File: src/rtl/cia_tod_ctrl_pkg.sv
`default_nettype none
// ============================================================================
//  Module   : cia_tod_ctrl_pkg
//  Purpose  : Shared types and constants for the CIA time-of-day sequencer.
//  Revision : 1.0  initial release
// ============================================================================
package cia_tod_ctrl_pkg;

  // CIA register address
  typedef logic [3:0] reg4_t;

  // Run state of the TOD clock
  typedef enum logic {TOD_STOPPED, TOD_RUNNING} tod_run_t;

  // Read-latch state: LIVE follows the clock, HELD freezes the read copy
  typedef enum logic {TOD_LIVE, TOD_HELD} tod_rd_t;

  // Pad-to-10Hz divide ratios
  localparam logic [2:0] TOD_DIV50 = 3'd5;
  localparam logic [2:0] TOD_DIV60 = 3'd6;

  // TOD register addresses that drive the state machines
  localparam reg4_t REG_TOD_10THS = 4'h8;
  localparam reg4_t REG_TOD_HR    = 4'hB;

endpackage
`default_nettype wire

File: src/rtl/cia_tod_ctrl_if.sv
`default_nettype none
// ============================================================================
//  Module   : cia_tod_ctrl_if
//  Purpose  : Bus, pad and enable signals between the CIA bus interface and
//             the TOD sequencer.
//  Revision : 1.0  initial release
// ============================================================================
interface cia_tod_ctrl_if;
  import cia_tod_ctrl_pkg::*;

  logic  phi2_up;
  logic  phi2_dn;
  logic  rd;
  logic  we;
  reg4_t addr;
  logic  w_alarm;
  logic  todin;
  logic  tod;
  logic  tick;
  logic  running;
  logic  latch_en;
  logic  sel_latch;
  logic  clk_we;
  logic  alarm_we;

  // Bus side: drives strobes, accesses and the pad
  modport master (
    output phi2_up, phi2_dn, rd, we, addr, w_alarm, todin, tod,
    input  tick, running, latch_en, sel_latch, clk_we, alarm_we
  );

  // Sequencer side
  modport slave (
    input  phi2_up, phi2_dn, rd, we, addr, w_alarm, todin, tod,
    output tick, running, latch_en, sel_latch, clk_we, alarm_we
  );

endinterface
`default_nettype wire

File: src/rtl/cia_tod_div.sv
`default_nettype none
// ============================================================================
//  Module   : cia_tod_div
//  Purpose  : Modulo-5/6 pad-edge divider producing the 10 Hz count strobe.
//  Revision : 1.0  initial release
// ============================================================================
module cia_tod_div
  import cia_tod_ctrl_pkg::*;
(
  input  logic clk,
  input  logic res,
  input  logic en,     // qualified pad rising edge
  input  logic run,    // clock running
  input  logic clr,    // hours write: clear and suppress
  input  logic div50,  // 1 = divide by 5, 0 = divide by 6
  output logic tick
);

  logic [2:0] cnt;
  logic [2:0] last;

  // '>=' rather than '==' so a count left at 5 by a 60->50 Hz switch wraps
  assign last = (div50 ? TOD_DIV50 : TOD_DIV60) - 3'd1;

  // Count pad edges while running; clear dominates and kills a due tick
  always_ff @(posedge clk) begin
    if (res) begin
      cnt  <= '0;
      tick <= 1'b0;
    end else begin
      tick <= 1'b0;
      if (clr || !run) begin
        cnt <= '0;
      end else if (en) begin
        if (cnt >= last) begin
          cnt  <= '0;
          tick <= 1'b1;
        end else begin
          cnt <= cnt + 3'd1;
        end
      end
    end
  end

endmodule
`default_nettype wire

File: src/rtl/cia_tod_ctrl.sv
`default_nettype none
// ============================================================================
//  Module   : cia_tod_ctrl
//  Purpose  : TOD sequencer: pad conditioning, 10 Hz divider, run and
//             read-latch state machines, TOD write decode.
//  Revision : 1.0  initial release
// ============================================================================
module cia_tod_ctrl
  import cia_tod_ctrl_pkg::*;
#(
  parameter int SYNC_STAGES = 2,
  parameter int PRESCALE    = 4
)(
  input  logic           clk,
  input  logic           res,
  cia_tod_ctrl_if.slave  bus
);

  localparam int PW = (PRESCALE > 1) ? $clog2(PRESCALE) : 1;
  typedef logic [PW-1:0] pcnt_t;

  logic [SYNC_STAGES-1:0] sync;
  pcnt_t                  pcnt;
  logic                   tod_s;
  logic                   tod_lvl;
  logic                   smp;
  logic                   tod_edge;
  logic                   addr_hit;
  logic                   clk_sel;
  logic                   wr_start;
  logic                   wr_stop;
  logic                   rd_hold;
  logic                   rd_live;
  tod_run_t               run_st;
  tod_rd_t                rd_st;
  logic                   run_q;
  logic                   sel_q;
  logic                   lat_q;

  assign tod_lvl  = sync[SYNC_STAGES-1];
  assign smp      = bus.phi2_dn && ((PRESCALE == 1) || (pcnt == '0));
  assign tod_edge = smp && !tod_s && tod_lvl;

  // Write decode is combinational and not qualified by phi2
  assign addr_hit     = (bus.addr[3:2] == 2'b10);
  assign bus.clk_we   = bus.we && addr_hit && !bus.w_alarm;
  assign bus.alarm_we = bus.we && addr_hit &&  bus.w_alarm;

  // State machines only act on clock-register accesses at phi2_dn
  assign clk_sel  = bus.phi2_dn && !bus.w_alarm;
  assign wr_start = clk_sel && bus.we && (bus.addr == REG_TOD_10THS);
  assign wr_stop  = clk_sel && bus.we && (bus.addr == REG_TOD_HR);
  assign rd_live  = clk_sel && bus.rd && (bus.addr == REG_TOD_10THS);
  assign rd_hold  = clk_sel && bus.rd && (bus.addr == REG_TOD_HR);

  assign bus.running   = run_q;
  assign bus.sel_latch = sel_q;
  assign bus.latch_en  = lat_q;

  // Pad synchroniser into the clk domain
  always_ff @(posedge clk) begin
    if (res) sync <= '0;
    else     sync <= {sync[SYNC_STAGES-2:0], bus.tod};
  end

  // PHI2 prescaler and once-per-PRESCALE pad sample
  always_ff @(posedge clk) begin
    if (res) begin
      pcnt  <= '0;
      tod_s <= 1'b0;
    end else begin
      if (bus.phi2_up) pcnt <= pcnt + pcnt_t'(1);
      if (smp)         tod_s <= tod_lvl;
    end
  end

  // Run FSM: 10ths write starts, hours write stops
  always_ff @(posedge clk) begin
    if (res) begin
      run_st <= TOD_STOPPED;
      run_q  <= 1'b0;
    end else begin
      case (run_st)
        TOD_STOPPED: if (wr_start) begin
          run_st <= TOD_RUNNING;
          run_q  <= 1'b1;
        end
        TOD_RUNNING: if (wr_stop) begin
          run_st <= TOD_STOPPED;
          run_q  <= 1'b0;
        end
        default: begin
          run_st <= TOD_STOPPED;
          run_q  <= 1'b0;
        end
      endcase
    end
  end

  // Read FSM: hours read freezes the latch, 10ths read releases it
  always_ff @(posedge clk) begin
    if (res) begin
      rd_st <= TOD_LIVE;
      sel_q <= 1'b0;
      lat_q <= 1'b1;
    end else begin
      case (rd_st)
        TOD_LIVE: if (rd_hold) begin
          rd_st <= TOD_HELD;
          sel_q <= 1'b1;
          lat_q <= 1'b0;
        end
        TOD_HELD: if (rd_live) begin
          rd_st <= TOD_LIVE;
          sel_q <= 1'b0;
          lat_q <= 1'b1;
        end
        default: begin
          rd_st <= TOD_LIVE;
          sel_q <= 1'b0;
          lat_q <= 1'b1;
        end
      endcase
    end
  end

  cia_tod_div u_div (
    .clk   (clk),
    .res   (res),
    .en    (tod_edge),
    .run   (run_q),
    .clr   (wr_stop),
    .div50 (bus.todin),
    .tick  (bus.tick)
  );

endmodule
`default_nettype wire

File: src/flat_wrapper.sv
// flat-port wrapper written by rule: the top's interface ports become plain ports
module cia_tod_ctrl_flat import cia_tod_ctrl_pkg::*;
#(
  parameter int SYNC_STAGES = 2,
  parameter int PRESCALE    = 4
)
  (clk, res, bus_phi2_up, bus_phi2_dn, bus_rd, bus_we, bus_addr, bus_w_alarm, bus_todin, bus_tod, bus_tick, bus_running, bus_latch_en, bus_sel_latch, bus_clk_we, bus_alarm_we);
  cia_tod_ctrl_if bus_i ();
  input  logic clk;
  input  logic res;
  input wire logic [$bits(bus_i.phi2_up)-1:0] bus_phi2_up;
  input wire logic [$bits(bus_i.phi2_dn)-1:0] bus_phi2_dn;
  input wire logic [$bits(bus_i.rd)-1:0] bus_rd;
  input wire logic [$bits(bus_i.we)-1:0] bus_we;
  input wire logic [$bits(bus_i.addr)-1:0] bus_addr;
  input wire logic [$bits(bus_i.w_alarm)-1:0] bus_w_alarm;
  input wire logic [$bits(bus_i.todin)-1:0] bus_todin;
  input wire logic [$bits(bus_i.tod)-1:0] bus_tod;
  output wire logic [$bits(bus_i.tick)-1:0] bus_tick;
  output wire logic [$bits(bus_i.running)-1:0] bus_running;
  output wire logic [$bits(bus_i.latch_en)-1:0] bus_latch_en;
  output wire logic [$bits(bus_i.sel_latch)-1:0] bus_sel_latch;
  output wire logic [$bits(bus_i.clk_we)-1:0] bus_clk_we;
  output wire logic [$bits(bus_i.alarm_we)-1:0] bus_alarm_we;
  assign bus_i.phi2_up = bus_phi2_up;
  assign bus_i.phi2_dn = bus_phi2_dn;
  assign bus_i.rd = bus_rd;
  assign bus_i.we = bus_we;
  assign bus_i.addr = bus_addr;
  assign bus_i.w_alarm = bus_w_alarm;
  assign bus_i.todin = bus_todin;
  assign bus_i.tod = bus_tod;
  assign bus_tick = bus_i.tick;
  assign bus_running = bus_i.running;
  assign bus_latch_en = bus_i.latch_en;
  assign bus_sel_latch = bus_i.sel_latch;
  assign bus_clk_we = bus_i.clk_we;
  assign bus_alarm_we = bus_i.alarm_we;
  cia_tod_ctrl #(.SYNC_STAGES(SYNC_STAGES), .PRESCALE(PRESCALE)) u_core (.clk(clk), .res(res), .bus(bus_i));
endmodule
File: config.mk
export PLATFORM = sky130hd
export DESIGN_NAME = cia_tod_ctrl_flat
export DESIGN_NICKNAME = d
export VERILOG_FILES = /design/src/rtl/cia_tod_ctrl_pkg.sv /design/src/rtl/cia_tod_ctrl_if.sv /design/src/rtl/cia_tod_div.sv /design/src/rtl/cia_tod_ctrl.sv /design/src/flat_wrapper.sv
export SDC_FILE = /design/constraint.sdc
export NUM_CORES = 1
export LEC_CHECK = 0
export CAP_MARGIN = 20
export CORE_MARGIN = 1
export CORE_UTILIZATION = 40
export CTS_CLUSTER_SIZE = 28
export DETAILED_ROUTE_END_ITERATION = 10
export PLACE_DENSITY_LB_ADDON = 0.05
export SKIP_LAST_GASP = 1
export SLEW_MARGIN = 10
export SYNTH_ARGS = -nofsm -noshare
export SYNTH_HDL_FRONTEND = slang
export SYNTH_SLANG_ARGS = --single-unit
File: constraint.sdc
create_clock -name clk -period 1.6 [get_ports clk]
set_clock_uncertainty 0.2 [all_clocks]
set_input_delay 0.32 -clock clk [delete_from_list [all_inputs] [get_ports clk]]
set_output_delay 0.32 -clock clk [all_outputs]
set_load 0.03 [all_outputs]
== Word-level counts from Yosys, hierarchy flattened ==
Cells that the tools add are included.

* Add/sub/neg operators: 3
* Multiply operators: 0
* Divide/modulo/power cells: 0
* $lt $le $gt $ge: 1
* Eq/ne operators: 7
* Shift operators: 0
* Muxes and demuxes: 18
* Bitwise operators: 3
* Reduce and logical (&&, ||, !) cells: 22

{| class="wikitable"
|+ Operators with widths
! kind !! number
|-
| 1-bit logical AND || 13
|-
| 1-bit 2-to-1 mux || 11
|-
| 1-bit case mux with 2 select lines || 5
|-
| 4-bit == test (second input constant) || 2
|-
| 2-bit by 1-bit != test with 1-bit output (second input constant) || 3
|-
| 2-bit AND reduction || 2
|-
| 3-bit by 1-bit adder with 3-bit output (second input constant) || 1
|-
| 3-bit >= comparator || 1
|-
| 1-bit zero test || 3
|-
| 3-bit 2-to-1 mux || 1
|-
| 1-bit inverter || 3
|-
| 3-bit OR reduction || 1
|-
| 3-bit by 1-bit subtractor with 3-bit output (second input constant) || 1
|-
| 2-bit by 1-bit adder with 2-bit output (second input constant) || 1
|-
| 2-bit == test (second input constant) || 1
|-
| 2-bit zero test || 1
|-
| 2-bit 2-to-1 mux || 1
|-
| 2-bit != test (second input constant) || 1
|-
| 2-bit OR reduction || 1
|-
| 1-bit logical OR || 1
|}

* Register bits after elaboration: 14
* Latch bits: 0
* Bits in writable memories: 0
* ROM bits: 0
* Bits of input ports: 13
* Output and inout port bits: 6
* Logic and storage cells: 64
* Memories: 0

== Longest topological paths before layout ==
Gate-level depths: netlist (run 1).

* Word-level depth: 6
* Mapped depth: 5

== By module ==
A second synthesis (run 1) with hierarchy kept.

* Cell total of the unflattened synthesis: 76
* Area total of the unflattened synthesis: 709.4 um2

{| class="wikitable"
|+ Modules (own cells, without submodules)
! module !! times used !! cells an instance !! area an instance (um2)
|-
| cia_tod_ctrl || 1 || 51 || 491.7
|-
| cia_tod_div || 1 || 25 || 217.7
|}

== Worst setup path before layout (run 1) ==
No wires, ideal clock.

* Path kind: input -> output
* Start point: in bus_addr[3]
* End point: out bus_clk_we
* Arrival time: 1,306 ps
* Data required time: 1,080 ps
* Slack: -226 ps
* Cell stages on the path: 1
* Cells stage by stage: nor4bb_1

* Longest elaborated chain between the ends: 3

{| class="wikitable"
|+ Ends and longest elaborated chain
! what !! line !! text
|-
| start: declaration || flat_wrapper.sv:15 || <nowiki>input wire logic [$bits(bus_i.addr)-1:0] bus_addr;</nowiki>
|-
| 2-bit == test || cia_tod_ctrl.sv:45 || <nowiki>assign addr_hit = (bus.addr[3:2] == 2'b10);</nowiki>
|-
| 1-bit logical AND (2 in series) || cia_tod_ctrl.sv:46 || <nowiki>assign bus.clk_we = bus.we && addr_hit && !bus.w_alarm;</nowiki>
|-
| end: declaration || flat_wrapper.sv:23 || <nowiki>output wire logic [$bits(bus_i.clk_we)-1:0] bus_clk_we;</nowiki>
|}

Every way passes these cells.

== Final worst setup path (run 1) ==
* Start point: reg u_core.u_div.cnt[0]
* End point: reg u_core.u_div.cnt[1]

* Longest elaborated chain between the ends: 2

{| class="wikitable"
|+ Ends and longest elaborated chain
! what !! line !! text
|-
| start: declaration || cia_tod_div.sv:19 || <nowiki>logic [2:0] cnt;</nowiki>
|-
| start signal: assignment || cia_tod_div.sv:39 || <nowiki>cnt <= cnt + 3'd1;</nowiki>
|-
| 3-bit by 1-bit adder with 3-bit output or 3-bit >= comparator (tied branches) || cia_tod_div.sv:39, cia_tod_div.sv:35 ||
|-
| 3-bit 2-to-1 mux * || cia_tod_div.sv:35 || <nowiki>if (cnt >= last) begin</nowiki>
|}

Mark *: on every way between the ends. The rest lies on a longest branch, timed or not.
A chain may end at the register's enable or synchronous reset.

==> impl_metrics.env, run 1 <==
export IMPL_grt_overflow_total=0
export IMPL_rows=14
export IMPL_startpoint_type="flip-flop"
export IMPL_slowest_stage="or3b_4"
export IMPL_die_area_mm2=0.00179
export IMPL_io_buffers=18
export IMPL_met3_usage_pct=3.88
export IMPL_synth_area_top_cells="dfxtp_1, ha_1, inv_1"
export IMPL_diodes=0
export IMPL_fin_crit_ns=1.63
export IMPL_via_per_inst=5.14
export IMPL_antenna_found_initial=0
export IMPL_cts_tree="built"
export IMPL_reg_largest_list="u_core.u_div.cnt: 3 flops, u_core.pcnt: 2 flops, u_core.sync: 2 flops"
export IMPL_layout_common_cells="dfxtp_1, buf_4, clkdlybuf4s50_1"
export IMPL_path_class="reg2reg"
export IMPL_postCtsHoldBufs=0
export IMPL_r2r_worst_path_cells=5
export IMPL_start_util_pct=43.0
export IMPL_fillers=148
export IMPL_ir_worst_vdd_mv=0.547
export IMPL_worstPathArrival_ns=1.65
export IMPL_worst_slack_ns=-0.0280
export IMPL_cp_depth=5
export IMPL_drive_above_1_share_pct=24.7
export IMPL_cp_slowest_stage_delay_ns=0.38
export IMPL_worst_slew_pin_slew_ns=0.307
export IMPL_first_global_vias=555
export IMPL_yosysWarningCount=0
export IMPL_hp_class="reg2reg"
export IMPL_crit_buf_inv=1
export IMPL_crit_path_end="u_core.u_div.cnt[1]$_SDFFE_PP0P_"
export IMPL_power_density_mw_per_mm2=790
export IMPL_detailed_place_hpwl_um=990
export IMPL_met2_usage_pct=29.2
export IMPL_syn_inst=69
export IMPL_final_antenna_net_count=0
export IMPL_synth_largest_area_cell="dfxtp_1"
export IMPL_status="complete, but fails checks"
export IMPL_clkSinkCount=14
export IMPL_ys_ff_latch=14
export IMPL_finalWirelength_um=1250
export IMPL_p_sw_mw=0.183
export IMPL_crit_fanout=4
export IMPL_p_seq_share_pct=49.3
export IMPL_crit_path_end_kind="flip-flop"
export IMPL_reg2reg_to="u_core.u_div.cnt[1]$_SDFFE_PP0P_"
export IMPL_gr_max_usage_layer="met2"
export IMPL_gp_congestion=0.788
export IMPL_mostFrequentLayoutCell="dfxtp_1"
export IMPL_r2r_start="u_core.u_div.cnt[0]$_SDFFE_PP0P_"
export IMPL_fin_crit_sh_pct=102
export IMPL_largest_reg_flops=3
export IMPL_setup_viol=3
export IMPL_grt_max_degree=9
export IMPL_stdcell_count=113
export IMPL_whs_ns=0.247
export IMPL_rsz0062_at_grt="yes"
export IMPL_syn_to_final_growth_pct=46.9
export IMPL_drc=0
export IMPL_die_w_um=42.3
export IMPL_max_slew_margin_pct=79.6
export IMPL_drtIter0Drc=3
export IMPL_root_buffer="clkbuf_4"
export IMPL_cp_top_family="compound AO/OA/AOI/OAI gates"
export IMPL_crit_start="u_core.u_div.cnt[0]$_SDFFE_PP0P_"
export IMPL_drv_cap=0
export IMPL_postCtsSetupBuffers=0
export IMPL_fp_coreArea_mm2=0.00151
export IMPL_crit_required_ns=1.63
export IMPL_fmax_ghz=0.614
export IMPL_syn_area_um2=648
export IMPL_met1_usage_pct=18.2
export IMPL_slew_viol_final=0
export IMPL_numCtsBuffers=3
export IMPL_rrSetupSlack_ns=-0.03
export IMPL_pwr_share_clk_pct=33.6
export IMPL_final_nets=114
export IMPL_track_usage_pct=16.1
export IMPL_vias=581
export IMPL_grt_pass1_wl_um=2230
export IMPL_yosys_area_top_type_share_pct=43.2
export IMPL_finalHoldViolations=0
export IMPL_yosysSeqAreaShare_pct=43.2
export IMPL_pin_count=19
export IMPL_p_comb_share_pct=17.1
export IMPL_internal_power_mw=0.569
export IMPL_syn_avg_cell_area_um2=9.39
export IMPL_clk_path_buf_depth=2
export IMPL_clkLatencyLatePin_ns=0.28
export IMPL_clkTransAtPathRegs_ns=0.09
export IMPL_wire_per_inst_um=11.0
export IMPL_mappedNetlistNets=85
export IMPL_firstDrtPassIters=4
export IMPL_power_leakage_nw=0.393
export IMPL_top_register="u_core.u_div.cnt"
export IMPL_placedCellCount=109
export IMPL_cp_cell_sequence="inv_2 -> ha_4 -> or3b_4 -> a211o_1 -> a21oi_2"
export IMPL_p_sw_share_pct=24.4
export IMPL_violations="negative setup slack"
export IMPL_die_h_um=42.3
export IMPL_yosys_cell_types_count=28
export IMPL_cts_max_level=1
## area by class of cell
type	count	area, µm²	share of cell area (%)
multi-input cells	48	380	39.9
flip-flops and latches	14	282	29.6
repair buffers	25	211	22.2
clock buffers	4	36.3	3.81
inverters	6	22.5	2.37
well taps	16	20.0	2.10
## cell families after synthesis
| group | Yosys count | synth area share (%) |
|---|---|---|
| buf+inv | 7 | 4.05 |
| fa+ha+maj | 3 | 5.79 |
| compound gates | 16 | 16.4 |
| xor+xnor | 1 | 1.35 |
| flops | 14 | 43.2 |
| simple gates | 27 | 27.6 |
| mux | 1 | 1.54 |
## worst min-delay path by stage
stage | start | end | slack, ns | cells after the start
finish | u_core.sync[0]$_SDFF_PP0_ | u_core.sync[1]$_SDFF_PP0_ | 0.25 | 1
global route | u_core.sync[0]$_SDFF_PP0_ | u_core.sync[1]$_SDFF_PP0_ | 0.27 | 1
global placement | u_core.sync[0]$_SDFF_PP0_ | u_core.sync[1]$_SDFF_PP0_ | 0.22 | 1
detailed placement | u_core.sync[0]$_SDFF_PP0_ | u_core.sync[1]$_SDFF_PP0_ | 0.23 | 1
floorplan | u_core.sync[0]$_SDFF_PP0_ | u_core.sync[1]$_SDFF_PP0_ | 0.21 | 1
CTS | u_core.sync[0]$_SDFF_PP0_ | u_core.sync[1]$_SDFF_PP0_ | 0.25 | 1
## synthesized netlist by cell type
cell type	number
xnor2_1	1
nand3b_1	3
clkbuf_1	1
inv_1	6
and4b_1	2
nor2_1	4
o31ai_1	1
nand4b_1	2
a21oi_1	4
nor3_1	1
a21oi_2	2
nor3b_1	1
nor4bb_1	1
dfxtp_1	14
nand3_1	2
nor4b_1	1
mux2i_1	1
a211o_1	2
o21ai_0	2
o211ai_1	1
and3b_1	2
ha_1	3
nor2b_1	3
or3b_4	1
o21a_1	2
o21ai_1	1
nand2_1	4
a31oi_1	1
## per-layer routing
layer  vias up  wire (µm)
met4         0         10
met1       260        561
met2        14        620
met3         2         52
li1        305          -
met5         -          0
## worst register-to-register path: stages (launching register included)
cell	delay, ns
dfxtp_2	0.34
inv_2	0.04
ha_4	0.22
or3b_4	0.38
a211o_1	0.28
a21oi_2	0.11
## power by group through the flow
stage          clock [mW]  combinational (mW)  sequential [mW]
2_1_floorplan           0              0.0533            0.387
3_3_place_gp            0               0.128            0.378
3_5_place_dp            0               0.132            0.378
4_1_cts             0.262               0.126            0.370
5_1_grt             0.268               0.143            0.372
6_report            0.253               0.129            0.370
## what timing repair did
item / in CTS / in global routing
setup endpoints to repair: 10 / 7
endpoints found under the hold margin: 0 / 0
gates cloned: 0 / 0
gates resized for setup: 13 / 7
pin swaps: 5 / 4
## through the flow
step	power (mW)	util [%]	setup TNS [ns]	area [µm²]	setup slack [ns]
6_report	0.752	63.2	-0.0753	952	-0.0280
5_1_grt	0.783	63.2	-0.252	952	-0.0941
4_1_cts	0.758	62.6	-0.193	943	-0.115
3_5_place_dp	0.509	59.7	-3.42	900	-0.550
3_3_place_gp	0.506	59.7	-2.95	900	-0.517
2_1_floorplan	0.440	-	-0.0651	656	-0.0352
Note: power is estimated with default switching activity, not from simulation.
==> run 2: changes to the inputs <==
--- a/config.mk
+++ b/config.mk
@@ -7,7 +7,8 @@
 export LEC_CHECK = 0
 export CAP_MARGIN = 20
 export CORE_MARGIN = 1
-export CORE_UTILIZATION = 40
+export CORE_UTILIZATION = 29
+export CTS_BUF_LIST = sky130_fd_sc_hd__clkbuf_4 sky130_fd_sc_hd__clkbuf_8
 export CTS_CLUSTER_SIZE = 28
 export DETAILED_ROUTE_END_ITERATION = 10
 export PLACE_DENSITY_LB_ADDON = 0.05
==> run 2 against run 1 <==
The run still ends with negative setup slack left. Total power decreased by 0.32%. First-iteration DRC count increased by 100%. Global-route usage decreased by 3.5 points. Critical path depth unchanged. Largest power group unchanged. Worst hold slack got worse by 0.0028 ns. Die area increased by 36%. Via count increased by 0.69%. Fmax increased by 0.44%. Combinational power decreased by 5%. Critical path type unchanged. Cell count increased by 8.8%.
==> impl_metrics.env, run 2 (same netlist as run 1, synthesis figures left out) <==
export IMPL_fin_crit_ns=1.62
export IMPL_crit_start="u_core.u_div.cnt[0]$_SDFFE_PP0P_"
export IMPL_clkSinkCount=14
export IMPL_rsz0062_at_grt="yes"
export IMPL_worstPathArrival_ns=1.64
export IMPL_fin_crit_sh_pct=101
export IMPL_final_nets=113
export IMPL_crit_required_ns=1.62
export IMPL_worst_slack_ns=-0.0209
export IMPL_power_leakage_nw=0.379
export IMPL_rows=16
export IMPL_layout_common_cells="dfxtp_1, buf_4, clkdlybuf4s50_1"
export IMPL_slowest_stage="or3b_4"
export IMPL_drtIter0Drc=6
export IMPL_mostFrequentLayoutCell="dfxtp_1"
export IMPL_final_antenna_net_count=0
export IMPL_holdPathStages=1
export IMPL_diodes=0
export IMPL_ir_worst_vdd_mv=0.474
export IMPL_clkTransAtPathRegs_ns=0.09
export IMPL_status="complete, but fails checks"
export IMPL_fillers=211
export IMPL_firstDrtPassIters=3
export IMPL_die_area_mm2=0.00243
export IMPL_gp_congestion=0.766
export IMPL_die_w_um=49.3
export IMPL_antenna_found_initial=0
export IMPL_violations="negative setup slack"
export IMPL_reg_largest_list="u_core.u_div.cnt: 3 flops, u_core.pcnt: 2 flops, u_core.sync: 2 flops"
export IMPL_pin_count=19
export IMPL_grt_pass1_wl_um=2240
export IMPL_io_buffers=18
export IMPL_total_power_mw=0.750
export IMPL_vias=585
export IMPL_fp_coreArea_mm2=0.00202
export IMPL_slew_viol_final=0
export IMPL_via_per_inst=4.76
export IMPL_postCtsHoldBufs=0
export IMPL_wire_per_inst_um=10.4
export IMPL_drv_cap=0
export IMPL_drc=0
export IMPL_clk_path_buf_depth=2
export IMPL_syn_to_final_growth_pct=45.4
export IMPL_path_class="reg2reg"
export IMPL_finalWirelength_um=1280
export IMPL_startpoint_type="flip-flop"
export IMPL_setup_viol=2
export IMPL_cp_cell_sequence="inv_2 -> ha_4 -> or3b_4 -> a211o_1 -> a21oi_2"
export IMPL_start_util_pct=32.1
export IMPL_grt_overflow_total=0
export IMPL_crit_path_end_kind="flip-flop"
export IMPL_top_register="u_core.u_div.cnt"
export IMPL_clkLatencyLatePin_ns=0.28
export IMPL_placedCellCount=119
export IMPL_cts_max_level=1
export IMPL_finalHoldViolations=0
export IMPL_postCtsSetupBuffers=0
export IMPL_reg2reg_to="u_core.u_div.cnt[0]$_SDFFE_PP0P_"
export IMPL_place_ws_ns=-0.564
export IMPL_crit_fanout=4
export IMPL_place_area_um2=906
export IMPL_r2r_worst_path_cells=5
export IMPL_track_usage_pct=12.6
export IMPL_grt_max_degree=9
export IMPL_final_core_util_pct=46.6
export IMPL_hp_class="reg2reg"
export IMPL_root_buffer="clkbuf_4"
export IMPL_power_density_mw_per_mm2=796
export IMPL_die_h_um=49.3
export IMPL_cp_slowest_stage_delay_ns=0.39
export IMPL_detailed_place_hpwl_um=981
export IMPL_first_global_vias=548
export IMPL_crit_path_end="u_core.u_div.cnt[0]$_SDFFE_PP0P_"
export IMPL_max_slew_margin_pct=79.9
export IMPL_stdcell_count=123
export IMPL_drive_above_1_share_pct=22.9
export IMPL_largest_reg_flops=3
export IMPL_numCtsBuffers=3
export IMPL_cts_tree="built"
export IMPL_fmax_ghz=0.617
export IMPL_final_area_um2=942
export IMPL_rrSetupSlack_ns=-0.02
export IMPL_r2r_start="u_core.u_div.cnt[0]$_SDFFE_PP0P_"
export IMPL_worst_slew_pin_slew_ns=0.302
## run 2: worst min-delay path by stage
stage                              start                   endpoint  slack [ns]
2_1_floorplan  u_core.sync[0]$_SDFF_PP0_  u_core.sync[1]$_SDFF_PP0_        0.21
3_3_place_gp   u_core.sync[0]$_SDFF_PP0_  u_core.sync[1]$_SDFF_PP0_        0.22
3_5_place_dp   u_core.sync[0]$_SDFF_PP0_  u_core.sync[1]$_SDFF_PP0_        0.23
4_1_cts        u_core.sync[0]$_SDFF_PP0_  u_core.sync[1]$_SDFF_PP0_        0.25
5_1_grt        u_core.sync[0]$_SDFF_PP0_  u_core.sync[1]$_SDFF_PP0_        0.26
6_report       u_core.sync[0]$_SDFF_PP0_  u_core.sync[1]$_SDFF_PP0_        0.24
## run 2: routing by layer
metal	track usage (%)	vias to the layer above	wire length (µm)
met2	21.2	11	605
met3	5.61	5	66
li1	-	302	-
met1	13.2	267	579
met4	5.88	0	23
met5	0	-	0
## run 2: cell type report
cell class                 count  area (µm²)  share of cell area, %
clock buffer                   4        36.3                   3.85
multi-input combinational     48         365                   38.8
inverter                       6        22.5                   2.39
tap                           27        33.8                   3.59
sequential                    14         282                   29.9
timing repair buffer          24         203                   21.5
## run 2: worst max-delay path, delay by kind of cell, from the launching register on
| family | cells | cell delay, ns |
|---|---|---|
| and+or+nand+nor | 1 | 0.39 |
| AOI/OAI and AO/OA | 2 | 0.39 |
| DFF | 1 | 0.34 |
| adders and majority gates | 1 | 0.20 |
| buffers and inverters | 1 | 0.04 |
## run 2: timing repair
| item | 4_1_cts | 5_1_grt |
|---|---|---|
| pin swaps | 7 | 7 |
| setup endpoints to repair | 10 | 5 |
| gates resized for setup | 13 | 4 |
## run 2: metrics by stage
step           TNS, ns  hold slack [ns]
3_5_place_dp     -3.41            0.228
3_3_place_gp     -3.19            0.219
4_1_cts         -0.258            0.248
2_1_floorplan  -0.0651            0.214
5_1_grt         -0.242            0.263
6_report       -0.0369            0.244
## run 2: report_power, final
group / switching [mW] / internal, mW
sequential: 0.00688 / 0.362
combinational: 0.0587 / 0.0644
clock: 0.119 / 0.139
